## src/rtl/score_display.sv

```systemverilog
// Binary score to 8-digit multiplexed 7-segment display: a sequential double-dabble
// converter feeds a glitch-free displayed BCD register that a free-running scanner walks.
`ifndef CLOCK_FREQ_HZ
`define CLOCK_FREQ_HZ 100_000_000
`endif

module score_display #(
  parameter int unsigned DigitPeriod  = `CLOCK_FREQ_HZ / 8000,
  parameter bit          BlankLeading = 1'b1
) (
  input  logic        clk,
  input  logic        rst,
  input  logic [31:0] value,
  output logic [7:0]  an,
  output logic [6:0]  seg,
  output logic        dp,
  output logic        busy
);

  localparam int unsigned NumDigits = 8;
  localparam int unsigned CntW      = $clog2(DigitPeriod);
  localparam logic [CntW-1:0] CntLast  = CntW'(DigitPeriod - 1);
  localparam logic [31:0]     MaxScore = 32'd99_999_999;

  typedef enum logic [1:0] {
    Idle,
    Load,
    Shift,
    Commit
  } state_e;

  state_e         state_q;
  logic           busy_q;
  logic [31:0]    lastValue_q;
  logic [31:0]    bin_q;
  logic [31:0]    bcd_q;
  logic [4:0]     shiftCnt_q;
  logic [31:0]    dispBcd_q;
  logic [CntW-1:0] refreshCnt_q;
  logic [2:0]     idx_q;
  logic [7:0]     an_q;
  logic [6:0]     seg_q;

  logic [31:0]    bcdAdj_d;
  logic [63:0]    shift_d;
  logic [3:0]     curNib_d;
  logic           blanked_d;

  function automatic logic [6:0] segEncode(input logic [3:0] nib);
    logic [6:0] code;
    case (nib)
      4'd0:    code = 7'h40;
      4'd1:    code = 7'h79;
      4'd2:    code = 7'h24;
      4'd3:    code = 7'h30;
      4'd4:    code = 7'h19;
      4'd5:    code = 7'h12;
      4'd6:    code = 7'h02;
      4'd7:    code = 7'h78;
      4'd8:    code = 7'h00;
      4'd9:    code = 7'h10;
      default: code = 7'h7F;
    endcase
    return code;
  endfunction

  // Double-dabble step: nibbles >= 5 get +3 so the following left shift carries correctly.
  always_comb begin
    bcdAdj_d = bcd_q;
    for (int i = 0; i < NumDigits; i++) begin
      if (bcd_q[i*4 +: 4] >= 4'd5) begin
        bcdAdj_d[i*4 +: 4] = bcd_q[i*4 +: 4] + 4'd3;
      end
    end
    shift_d = {bcdAdj_d, bin_q} << 1;
  end

  always_ff @(posedge clk) begin
    if (rst) begin
      state_q     <= Idle;
      busy_q      <= 1'b0;
      lastValue_q <= '0;
      bin_q       <= '0;
      bcd_q       <= '0;
      shiftCnt_q  <= '0;
      dispBcd_q   <= '0;
    end else begin
      case (state_q)
        Idle: begin
          if (value != lastValue_q) begin
            state_q <= Load;
            busy_q  <= 1'b1;
          end
        end
        Load: begin
          bin_q       <= (value > MaxScore) ? MaxScore : value;
          lastValue_q <= value;
          bcd_q       <= '0;
          shiftCnt_q  <= '0;
          state_q     <= Shift;
        end
        Shift: begin
          bcd_q      <= shift_d[63:32];
          bin_q      <= shift_d[31:0];
          shiftCnt_q <= shiftCnt_q + 5'd1;
          if (shiftCnt_q == 5'd31) begin
            state_q <= Commit;
          end
        end
        Commit: begin
          dispBcd_q <= bcd_q;
          busy_q    <= 1'b0;
          state_q   <= Idle;
        end
        default: begin
          state_q <= Idle;
          busy_q  <= 1'b0;
        end
      endcase
    end
  end

  // A digit above 0 is blanked when it and every more significant nibble are zero.
  always_comb begin
    curNib_d  = dispBcd_q[idx_q*4 +: 4];
    blanked_d = BlankLeading && (idx_q != 3'd0) &&
                ((dispBcd_q >> {idx_q, 2'b00}) == 32'd0);
  end

  always_ff @(posedge clk) begin
    if (rst) begin
      refreshCnt_q <= '0;
      idx_q        <= '0;
      an_q         <= 8'hFF;
      seg_q        <= 7'h7F;
    end else begin
      if (refreshCnt_q == CntLast) begin
        refreshCnt_q <= '0;
        idx_q        <= idx_q + 3'd1;
      end else begin
        refreshCnt_q <= refreshCnt_q + 1'b1;
      end
      if (blanked_d) begin
        an_q  <= 8'hFF;
        seg_q <= 7'h7F;
      end else begin
        an_q  <= ~(8'b1 << idx_q);
        seg_q <= segEncode(curNib_d);
      end
    end
  end

  assign an   = an_q;
  assign seg  = seg_q;
  assign dp   = 1'b1;
  assign busy = busy_q;

endmodule

```

## config.mk

```make
export PLATFORM = sky130hd
export DESIGN_NAME = score_display
export DESIGN_NICKNAME = d
export VERILOG_FILES = /design/src/rtl/score_display.sv
export SDC_FILE = /design/constraint.sdc
export NUM_CORES = 1
export LEC_CHECK = 0
export ABC_CLOCK_PERIOD_IN_PS = 3500
export BUFFER_PORTS_ARGS = -buffer_cell sky130_fd_sc_hd__buf_2
export CAP_MARGIN = 40
export CORE_MARGIN = 2
export CORE_UTILIZATION = 40
export DETAILED_ROUTE_END_ITERATION = 8
export PLACE_DENSITY_LB_ADDON = 0.25
export SLEW_MARGIN = 20
export SYNTH_ARGS = -nofsm -noshare
export SYNTH_HDL_FRONTEND = slang
export SYNTH_SLANG_ARGS = --single-unit
```

## constraint.sdc

```tcl
create_clock -name clk -period 3.5 [get_ports clk]
set_input_delay 0.175 -clock clk [delete_from_list [all_inputs] [get_ports clk]]
set_output_delay 0.175 -clock clk [all_outputs]
set_load 0.1 [all_outputs]
```

Word-level counts from Yosys, hierarchy flattened
Memory sizes are Yosys's and may differ from the RTL's. A register that Yosys moved wholly into a read port is not among the register bits.
Index checks and enable logic that the tools add are counted.
W data, S select, Z words.
{"block": "classes", "add_sub_neg": 11, "n_lt_le_gt_ge": 9, "eq_ne": 8, "shift": 3, "mux": 17, "bitwise_logic": 1, "reduce_logical": 10}
{"op": "$pmux W32 S2", "count": 2}
{"op": "$ge A4 B3 Y1 const B", "count": 8}
{"op": "$gt A32 B27 Y1 const B", "count": 1}
{"op": "$logic_not A32 Y1", "count": 1}
{"op": "$mux W32", "count": 1}
{"op": "$ne A32 B32 Y1", "count": 1}
{"op": "$shiftx A32 B6 Y4", "count": 1}
{"op": "$shr A32 B5 Y32", "count": 1}
{"op": "$add A4 B2 Y4 const B", "count": 7}
{"op": "$mux W4", "count": 7}
{"op": "$add A14 B1 Y14 const B", "count": 1}
{"op": "$eq A14 B14 Y1 const B", "count": 1}
{"op": "$pmux W5 S2", "count": 1}
{"op": "$not A8 Y8", "count": 1}
{"op": "$pmux W2 S4", "count": 1}
{"op": "$shl A1 B3 Y8 const A", "count": 1}
{"op": "$add A5 B1 Y5 const B", "count": 1}
{"op": "$eq A5 B5 Y1 const B", "count": 1}
{"op": "$eq A2 B2 Y1 const B", "count": 2}
{"op": "$mux W2", "count": 2}
{"op": "$ne A2 B2 Y1 const B", "count": 2}
{"op": "$reduce_and A2 Y1", "count": 2}
{"op": "$reduce_bool A2 Y1", "count": 2}
{"op": "$reduce_or A2 Y1", "count": 2}
{"op": "9 further kinds", "count": 9}
{"block": "word_totals", "regBits": 161, "rom_bits": 112, "out_inout_bits": 17, "wordCells": 70, "n_memories": 1}
{"memory": "(no name shown)", "words": 16, "width": 7, "read_ports": 1, "rd_ports_with_merged_regs": 1, "wr": 0, "line_no": "51", "source": "case (nib)"}

Depth between registers and ports, before layout
Gate-level depths: netlist of run 1.
{"block": "logic_depth", "word_depth": 4, "depth_mapped": 11}

Least setup slack after synthesis of run 1
No wires, ideal clock.
{"block": "synth_path", "path_type": "register to register", "startpoint": "reg idx_q[0]", "endpoint": "reg seg_q[1], in the netlist seg[1]", "arrival_ps": 2299, "t_required_ps": 3421, "slack_ps": 1122, "stages_incl_launch_ff": 10, "synth_period_minus_slack_ps": 2378, "path_cell_list": "dfxtp_1 -> buf_2 -> mux4_2 -> mux2i_4 -> ha_1 -> a21boi_0 -> a41oi_1 -> a21o_1 -> buf_6 -> o221ai_2"}
{"block": "synth_between", "elab_chain_cells": 4, "word_cells_on_any_way": 6}
{"item": "from (decl)", "line_no": "40", "source": "logic [2:0] idx_q;"}
{"item": "from (signal assigned)", "line_no": "139", "source": "idx_q <= idx_q + 3'd1;"}
{"item": "$shr A32 B5 Y32", "line_no": "127", "source": "((dispBcd_q >> {idx_q, 2'b00}) == 32'd0);"}
{"item": "$logic_not A32 Y1", "line_no": "127"}
{"item": "$logic_and A1 B1 Y1", "line_no": "126", "source": "blanked_d = BlankLeading && (idx_q != 3'd0) &&"}
{"item": "$reduce_or A2 Y1 (no line)"}
{"item": "to (decl)", "line_no": "42", "source": "logic [6:0] seg_q;"}
Parallel ways exist; a longest one is shown, timed or not.
A chain may end at the register's enable or synchronous reset.

Final worst setup path of run 1
{"block": "layout_path", "startpoint": "reg idx_q[1]", "endpoint": "reg seg_q[1], in the netlist seg[1]"}
Same word-level chain as after synthesis.

==> results of run 1 <==
[metal layers]
metal / global-route usage / vias up
met5: 0 / -
met1: 0.236 / 3069
met4: 0.0417 / 0
met3: 0.0403 / 16
met2: 0.285 / 122
li1: - / 3252
[tightest hold or removal path, cell delays in order]
cell and delay, ns:
buf_2 0.11, mux2i_1 0.07, nor2_1 0.07
[layout make-up]
type / count / area, um^2
Fill cell: 1940 / 10900
Multi-Input combinational cell: 655 / 4430
Sequential cell: 168 / 3360
Clock buffer: 17 / 425
Timing Repair Buffer: 64 / 385
Tap cell: 270 / 338
Clock inverter: 15 / 176
Inverter: 30 / 113
[flip-flops by register name, summed over array words and instances, names as in the netlist]
name	count
refreshCnt_q	14
shiftCnt_q	5
idx_q	3
bcd_q	32
an	8
busy	1
lastValue_q	32
bin_q	32
dispBcd_q	32
state_q	2
seg	7
[cells in the mapped netlist, types with 3 or more instances]
| library cell | n | share of area |
|---|---|---|
| buf_2 | 5 | 0.0031 |
| nand3_1 | 24 | 0.015 |
| a21oi_1 | 69 | 0.042 |
| nor4_1 | 15 | 0.012 |
| a22oi_1 | 18 | 0.017 |
| xnor2_1 | 14 | 0.015 |
| dfxtp_1 | 168 | 0.41 |
| and3_1 | 20 | 0.015 |
| buf_1 | 6 | 0.0028 |
| a32oi_1 | 9 | 0.0097 |
| o31ai_1 | 19 | 0.018 |
| nor2_1 | 142 | 0.065 |
| a211oi_1 | 3 | 0.0028 |
| a21o_1 | 4 | 0.0037 |
| nand4_1 | 11 | 0.0085 |
| ha_1 | 34 | 0.052 |
| inv_1 | 27 | 0.012 |
| mux2i_1 | 67 | 0.082 |
| o22ai_1 | 6 | 0.0046 |
| xor2_1 | 48 | 0.052 |
| nand2b_1 | 11 | 0.0085 |
| clkbuf_1 | 42 | 0.019 |
| mux2i_4 | 3 | 0.0083 |
| nand2_1 | 46 | 0.021 |
| o221ai_1 | 6 | 0.0065 |
| mux4_2 | 7 | 0.019 |
| nand2_2 | 3 | 0.0023 |
| a221oi_1 | 3 | 0.0032 |
| nor3_1 | 18 | 0.011 |
| o21ai_0 | 28 | 0.017 |
[stage by stage]
| stage | utilization | setup WS (ns) | hold WS [ns] |
|---|---|---|---|
| finish | 0.459 | 0.767 | 0.0205 |
| global route | 0.459 | 0.604 | 0.0237 |
| CTS | 0.459 | 0.786 | 0.00282 |
| detailed placement | 0.429 | 0.817 | 0.455 |
| global placement | 0.427 | 0.909 | 0.451 |
| floorplan | - | 1.12 | 0.321 |
[report_power, final]
group	internal (mW)	switching (mW)	leakage, nW
clock	1.02	0.893	0.293
sequential	2.11	0.112	1.37
combinational	0.538	0.971	1.88
[how the worst max path moves through the flow]
stage | endpoint | start | cells past startpoint | slack (ns)
floorplan | seg[1] | idx_q[0] | 9 | 1.12
global placement | seg[1] | idx_q[1] | 7 | 0.91
detailed placement | seg[1] | idx_q[1] | 7 | 0.82
CTS | seg[1] | idx_q[1] | 7 | 0.79
global route | an[3] | idx_q[1] | 7 | 0.60
finish | seg[1] | idx_q[1] | 7 | 0.77
[cell families (layout without fill, tap and decap cells)]
family	after synthesis	count (layout)	synth area share
buffers and inverters	86	126	0.0427
flip-flops	168	168	0.413
AO/OA/AOI/OAI	179	179	0.142
other	1	1	0.000461
AND/OR/NAND/NOR	300	300	0.168
multiplexers	79	79	0.115
XOR/XNOR	62	62	0.0667
adder cells (fa/ha/maj)	34	34	0.0523
==> reports/qor.yml, run 1 <==
fin_crit_sh: 0.781
synth_seq_cells: 168
rr_worst_depth: 7
dr.first_iter.drc_count: 462
synth_cells: 909
yosys_warnings: 0
mostFrequentLayoutCells: "168 x dfxtp_1, 142 x nor2_1, 69 x a21oi_1"
synth-async-reset-ratio: 0
critPathSlowestCell: "mux4_1"
die_h_um: 147
post_cts_buffers: 0
crit_arrival_ns: 3.09
skew_ns: 0.0143
wl_per_cell_um: 15.2
end_kind: "flip-flop"
setup_violations: 0
irDropWorstVdd_v: 0.000375
power_density_mw_per_mm2: 612
core_area_mm2: 0.0201
start_util: 0.405
max_stage_delay_ns: 0.69
worst_pin_slew_ns: 0.693
worstHoldStart: "value[0]"
final_hold_viol_count: 0
dpl-instance-area_mm2: 0.00863
relSlewSlack: 0.538
fmaxAchievable_mhz: 366
die_w_um: 147
clk_pin_slew_ns: 0.07
outcome: "finished, final reports clean"
cts_tree: "yes"
synthFlopType: "dfxtp_1"
regToRegStartpoint: "idx_q[1]"
route.met2.wl_mm: 8.61
cp.buffers_inverters: 0
antenna_left: 0
syn_avg_cell_area_um2: 8.96
holdPathEnd: "lastValue_q[0]"
clockBufferDepth: 2
root_buffer: "clkbuf_16"
fin_tns_setup_ns: 0
rsz0062_at_grt: "no"
final_layout_size_suffix_gt1_frac: 0.125
vias: 6459
whs_path_depth: 3
critPathMaxFanout: 10
grt_pass1_vias: 6029
hp-class: "in2reg"
p_leak_nw: 3.53
grt_util_all_layers: 0.175
postLayoutCellArea_mm2: 0.00924
path_cells: "mux4_1 -> mux2i_1 -> ha_1 -> a21boi_0 -> a41oi_1 -> a21o_1 -> o221ai_2"
fin_nets: 1004
dr.pass1.iters: 5
io_buffer_count: 49
seq_area_frac_synth: 0.413
vias_per_cell: 5.30
ios: 51
period_minus_slack_ns: 2.73
dp_cells: 1187
clkSinkCount: 168
drv_cap: 0
startpoint_type: "flip-flop"
yosys.cell_types.count: 56
grt_pass1_wl_mm: 30.9
dpl.hpwl_mm: 12.4
worstReg2RegEnd: "seg[1]"
antenna_found_initial: 0
final_common_cell: "dfxtp_1"
wirelength_met1_mm: 9.00
syn2layout_area_growth_pct: 13.4
clk_latency_ns: 0.44
cts_resized: 0
total_power_mw: 5.65
top_layer_used: "met4"
synthesis.nets: 977
required_ns: 3.85
grt.overflow.total: 0
rows: 52
rrSetupSlack_ns: 0.77
synth_edf_count: 0
antenna_cells: 0
h-tree-depth: 4
gp_congestion: 0.822
netlist_area_mm2: 0.00814
grt_max_degree: 67
path_class: "reg2reg"
wl_met3_um: 741
fin_cells: 1219
drc: 0
cts_buffers: 17
cts_hold_buffers: 0
wl_mm: 18.5
crit_family: "multiplexers"
die-area_mm2: 0.0215
maxSlewViolCount: 0
No activity file was read; power rests on OpenSTA's default activity.
==> inputs of run 2 (changes only) <==
Settings changed: ABC_CLOCK_PERIOD_IN_PS 3500 to 2400.
Clock period 3.5 ns to 2.4 ns, I/O delays scaled along.
==> reports/qor.yml, run 2 (synthesis gave the netlist of run 1 again) <==
clk_pin_slew_ns: 0.07  # about the same
wl_per_cell_um: 14.7  # -3.4%
fin_ws_ns: 0.218  # -0.549 ns
postLayoutCellArea_mm2: 0.00957  # +3.7%
total_power_mw: 8.15  # +44%
critPathMaxFanout: 7  # -3
fin_nets: 1044  # +4.0%
power_density_mw_per_mm2: 852  # +39%
ios: 51  # unchanged
rows: 52  # unchanged
irDropWorstVdd_v: 0.000570  # +52%
dr.pass1.iters: 4  # -1
gp_congestion: 0.850  # +3.4%
setup_violations: 0  # unchanged
clk_latency_ns: 0.43  # about the same
start_util: 0.405  # unchanged
clockBufferDepth: 2  # unchanged
vias_per_cell: 5.21  # -1.6%
dpl.hpwl_mm: 12.5  # +0.71%
multi_input_area_mm2: 0.00445  # +0.28%
final_layout_size_suffix_gt1_frac: 0.138  # +0.0121
startpoint_type: "flip-flop"
cts_buffers: 17  # unchanged
grt.overflow.total: 0  # unchanged
final_common_cell: "dfxtp_1"
detailedPlace.worstSlack_ns: 0.0845  # -0.732 ns
grt_pass1_wl_mm: 30.6  # -0.94%
grt_util_all_layers: 0.174  # -0.000652
ff_latch_area_mm2: 0.00337  # about the same
antenna_found_initial: 0  # unchanged
drv_cap: 0  # unchanged
required_ns: 2.76  # -1.09 ns
crit_arrival_ns: 2.54  # -0.55 ns
fin_tns_setup_ns: 0  # unchanged
io_buffer_count: 49  # unchanged
die-area_mm2: 0.0215  # unchanged
die_h_um: 147  # unchanged
drc: 0  # unchanged
dpl-instance-area_mm2: 0.00872  # +1.0%
grt_pass1_vias: 6043  # +0.23%
rsz0062_at_grt: "no"
core_area_mm2: 0.0201  # unchanged
grt_max_degree: 105  # +57%
maxSlewViolCount: 0  # unchanged
worst_pin_slew_ns: 0.563  # -0.130 ns
h-tree-depth: 4  # unchanged
n_fill_cell: 1905  # -1.8%
mostFrequentLayoutCells: "166 x dfxtp_1, 142 x nor2_1, 69 x a21oi_1"
fmaxAchievable_mhz: 458  # +25%
hp-class: "in2reg"
final_hold_viol_count: 0  # unchanged
relSlewSlack: 0.625  # +0.0864
end_kind: "flip-flop"
post_cts_buffers: 0  # unchanged
clkSinkCount: 168  # unchanged
fin_crit_sh: 0.909  # +0.128
dr.first_iter.drc_count: 492  # +6.5%
cts_tree: "yes"
antenna_cells: 0  # unchanged
die_w_um: 147  # unchanged
path_class: "reg2reg"
period_minus_slack_ns: 2.18  # -0.551 ns
wl_mm: 18.5  # -0.25%
outcome: "finished, final reports clean"
vias: 6562  # +1.6%
p_leak_nw: 3.69  # +4.4%
antenna_left: 0  # unchanged
skew_ns: 0.0109  # -0.00342 ns
syn2layout_area_growth_pct: 17.6
root_buffer: "clkbuf_16"
==> run 2: cell count changes in the layout (fill, tap and decap cells not counted), sizes merged <==
cell and change:
a21o +1, buf +12, bufinv -1, clkbuf +2, clkinvlp +1, dlygate4sd3 +27, inv -2
==> run 2: what timing repair did <==
action | 4_1_cts | 5_1_grt
resized for setup | 0 | 6
endpoints found under the setup margin | 0 | 14
hold buffers | 27 | 0
hold endpoints to repair | 34 | 0
==> run 2: area by class of cell <==
type / instances / share of cell area
multi-input cells: 656 / 0.465
clock buffers: 19 / 0.0473
repair buffers: 103 / 0.0779
inverters: 30 / 0.0118
clock inverters: 13 / 0.0116
well taps: 270 / 0.0353
flip-flops and latches: 168 / 0.352
==> run 2: worst paths after layout <==
check / cells after the start / end / slack [ns] / from
setup / recovery: 7 / seg[1] / 0.22 / idx_q[0]
hold / removal: 3 / lastValue_q[22] / 0.02 / value[22]
setup reg to reg: 7 / seg[1] / 0.22 / idx_q[0]
hold reg to reg: 2 / bin_q[31] / 0.46 / bin_q[31]
==> run 2: per-layer routing <==
metal	track usage	routed length, um	share of wire	vias up
li1	-	-	-	3341
met1	0.233	8880	0.48	3078
met2	0.282	8720	0.47	123
met3	0.0416	703	0.038	20
met4	0.0485	189	0.010	0
met5	0	0	0	-
==> run 2: worst max-delay path, stage by stage, from the launching register on <==
cell and delay [ns]:
dfxtp_2 0.42, mux4_2 0.52, mux2i_1 0.22, ha_1 0.20
a21boi_1 0.19, a41oi_2 0.20, a21o_2 0.29, o221ai_2 0.07
==> run 2: metrics by stage <==
step                       util  hold WS (ns)  std cells
after floorplan               -         0.266        909
after global placement    0.434         0.405       1199
after detailed placement  0.434         0.405       1199
after CTS                 0.475       0.00193       1258
after global routing      0.476        0.0266       1259
final                     0.476        0.0208       1259
==> run 2: report_power, final <==
part	switching [mW]	total, mW	leakage [nW]	internal, mW
Clock	1.22	2.63	0.276	1.41
Sequential	0.163	3.24	1.37	3.08
Combinational	1.43	2.28	2.05	0.852
==> inputs of run 3 (changes only) <==
Settings changed: CORE_UTILIZATION 40 to 55.
==> reports/qor.yml, run 3 (synthesis gave the netlist of run 1 again) <==
outcome: "finished, final reports clean"
dp_cells: 1111  # -7.3%
fin_nets: 1036  # -0.77%
detailedPlace.worstSlack_ns: 0.0716  # -0.0129 ns
p_leak_nw: 3.66  # -0.81%
antenna_left: 0  # unchanged
rows: 44  # -15%
clkSinkCount: 168  # unchanged
die_w_um: 126  # -14%
gp_congestion: 0.915  # +7.6%
final_hold_viol_count: 0  # unchanged
dr.pass1.iters: 5  # +1
vias_per_cell: 5.75  # +10%
dr.first_iter.drc_count: 506  # +2.8%
wl_per_cell_um: 15.9  # +8.1%
grt_util_all_layers: 0.237  # +0.0629
regToRegStartpoint: "idx_q[1]"
period_minus_slack_ns: 2.31  # +0.132 ns
antenna_found_initial: 0  # unchanged
grt_pass1_vias: 6390  # +5.7%
power_density_mw_per_mm2: 873  # +2.6%
mostFrequentLayoutCells: "168 x dfxtp_1, 142 x nor2_1, 69 x a21oi_1"
clk_pin_slew_ns: 0.06  # about the same
end_kind: "flip-flop"
startpoint: "idx_q[1]"
die_h_um: 126  # -14%
drv_cap: 0  # unchanged
maxSlewViolCount: 0  # unchanged
required_ns: 2.75  # about the same
worst_pin_slew_ns: 0.556  # -0.00702 ns
ios: 51  # unchanged
final_layout_size_suffix_gt1_frac: 0.133  # -0.00499
antenna_cells: 0  # unchanged
final_common_cell: "dfxtp_1"
dpl.hpwl_mm: 12.3  # -1.2%
vias: 6695  # +2.0%
grt_max_degree: 117  # +11%
crit_arrival_ns: 2.66  # +0.12 ns
wl_mm: 18.5  # about the same
critPathMaxFanout: 5  # -2
start_util: 0.562  # +0.157
drc: 0  # unchanged
clockBufferDepth: 2  # unchanged
setup_violations: 0  # unchanged
h-tree-depth: 4  # unchanged
clk_latency_ns: 0.42  # about the same
skew_ns: 0.00603  # -0.00483 ns
fmaxAchievable_mhz: 432  # -5.7%
cts_tree: "yes"
startpoint_type: "flip-flop"
hp-class: "in2reg"
fin_ws_ns: 0.0860  # -0.132 ns
worstHoldStart: "value[28]"
die-area_mm2: 0.0158  # -27%
core_area_mm2: 0.0145  # -28%
n_fill_cell: 1226  # -36%
relSlewSlack: 0.629  # +0.00468
fin_crit_sh: 0.964  # +0.0550
path_class: "reg2reg"
irDropWorstVdd_v: 0.000591  # +3.7%
grt.overflow.total: 0  # unchanged
root_buffer: "clkbuf_16"
io_buffer_count: 49  # unchanged
grt_pass1_wl_mm: 30.8  # +0.65%
syn2layout_area_growth_pct: 15.9
fin_cells: 1165  # -7.5%
cts_buffers: 17  # unchanged
-- run 3: cell types whose count changed in the layout (fill, tap and decap cells not counted), sizes merged --
cell         before  now
clkinvlp          2    6
clkbuf           19   22
bufinv            0    2
buf              76   74
clkinv            6    4
inv              35   28
dlygate4sd3      27   21
-- run 3: timing repair --
action                     4_1_cts  5_1_grt
setup buffers                    0        0
resized for setup                0        5
hold buffers                    21        0
hold endpoints to repair        23        0
setup endpoints to repair        0        9
-- run 3: power breakdown --
part | leakage [nW] | switching [mW] | internal [mW] | total (mW)
Sequential | 1.37 | 0.171 | 3.08 | 3.25
Combinational | 2.02 | 1.42 | 0.809 | 2.23
Clock | 0.277 | 1.12 | 1.64 | 2.76
Total | 3.66 | 2.71 | 5.53 | 8.24
-- run 3: layer usage --
layer / track usage / share of wire / up-vias / routed length, um
met5: 0 / 0 / - / 0
li1: - / - / 3320 / -
met2: 0.405 / 0.49 / 166 / 8990
met4: 0.0804 / 0.020 / 0 / 370
met3: 0.0493 / 0.044 / 34 / 807
met1: 0.300 / 0.45 / 3175 / 8330
-- run 3: final cells by class --
class | instances | area [um^2] | area share
multi-input combinational | 656 | 4450 | 0.472
clock buffer | 22 | 484 | 0.0513
inverter | 30 | 113 | 0.0119
tap | 184 | 230 | 0.0244
timing repair buffer | 95 | 678 | 0.0719
sequential | 168 | 3360 | 0.356
clock inverter | 10 | 119 | 0.0126
-- run 3: path summary, 6_finish.rpt --
kind / cells after the start / to / slack, ns
max reg2reg: 7 / seg[1] / 0.09
min: 3 / lastValue_q[28] / 0.009
min reg2reg: 2 / bin_q[23] / 0.46
max: 7 / seg[1] / 0.09
-- run 3: per-stage QoR --
stage,util,TNS (ns),power [mW],cell area (um^2),hold WS [ns]
after floorplan,-,0,4.92,8140,0.266
after global placement,0.594,0,5.45,8600,0.405
after detailed placement,0.594,0,5.49,8600,0.420
after CTS,0.650,0,8.27,9410,0.0000872
after global routing,0.652,-0.0181,8.65,9440,0.0124
final,0.652,0,8.24,9440,0.00946
-- run 3: worst max-delay path, stage by stage (launching register included) --
cell and delay (ns):
dfxtp_1 0.42, mux4_1 0.60, mux2i_1 0.21, ha_1 0.21, a21boi_1 0.23, a41oi_2 0.20, a21o_2 0.29, o221ai_2 0.07
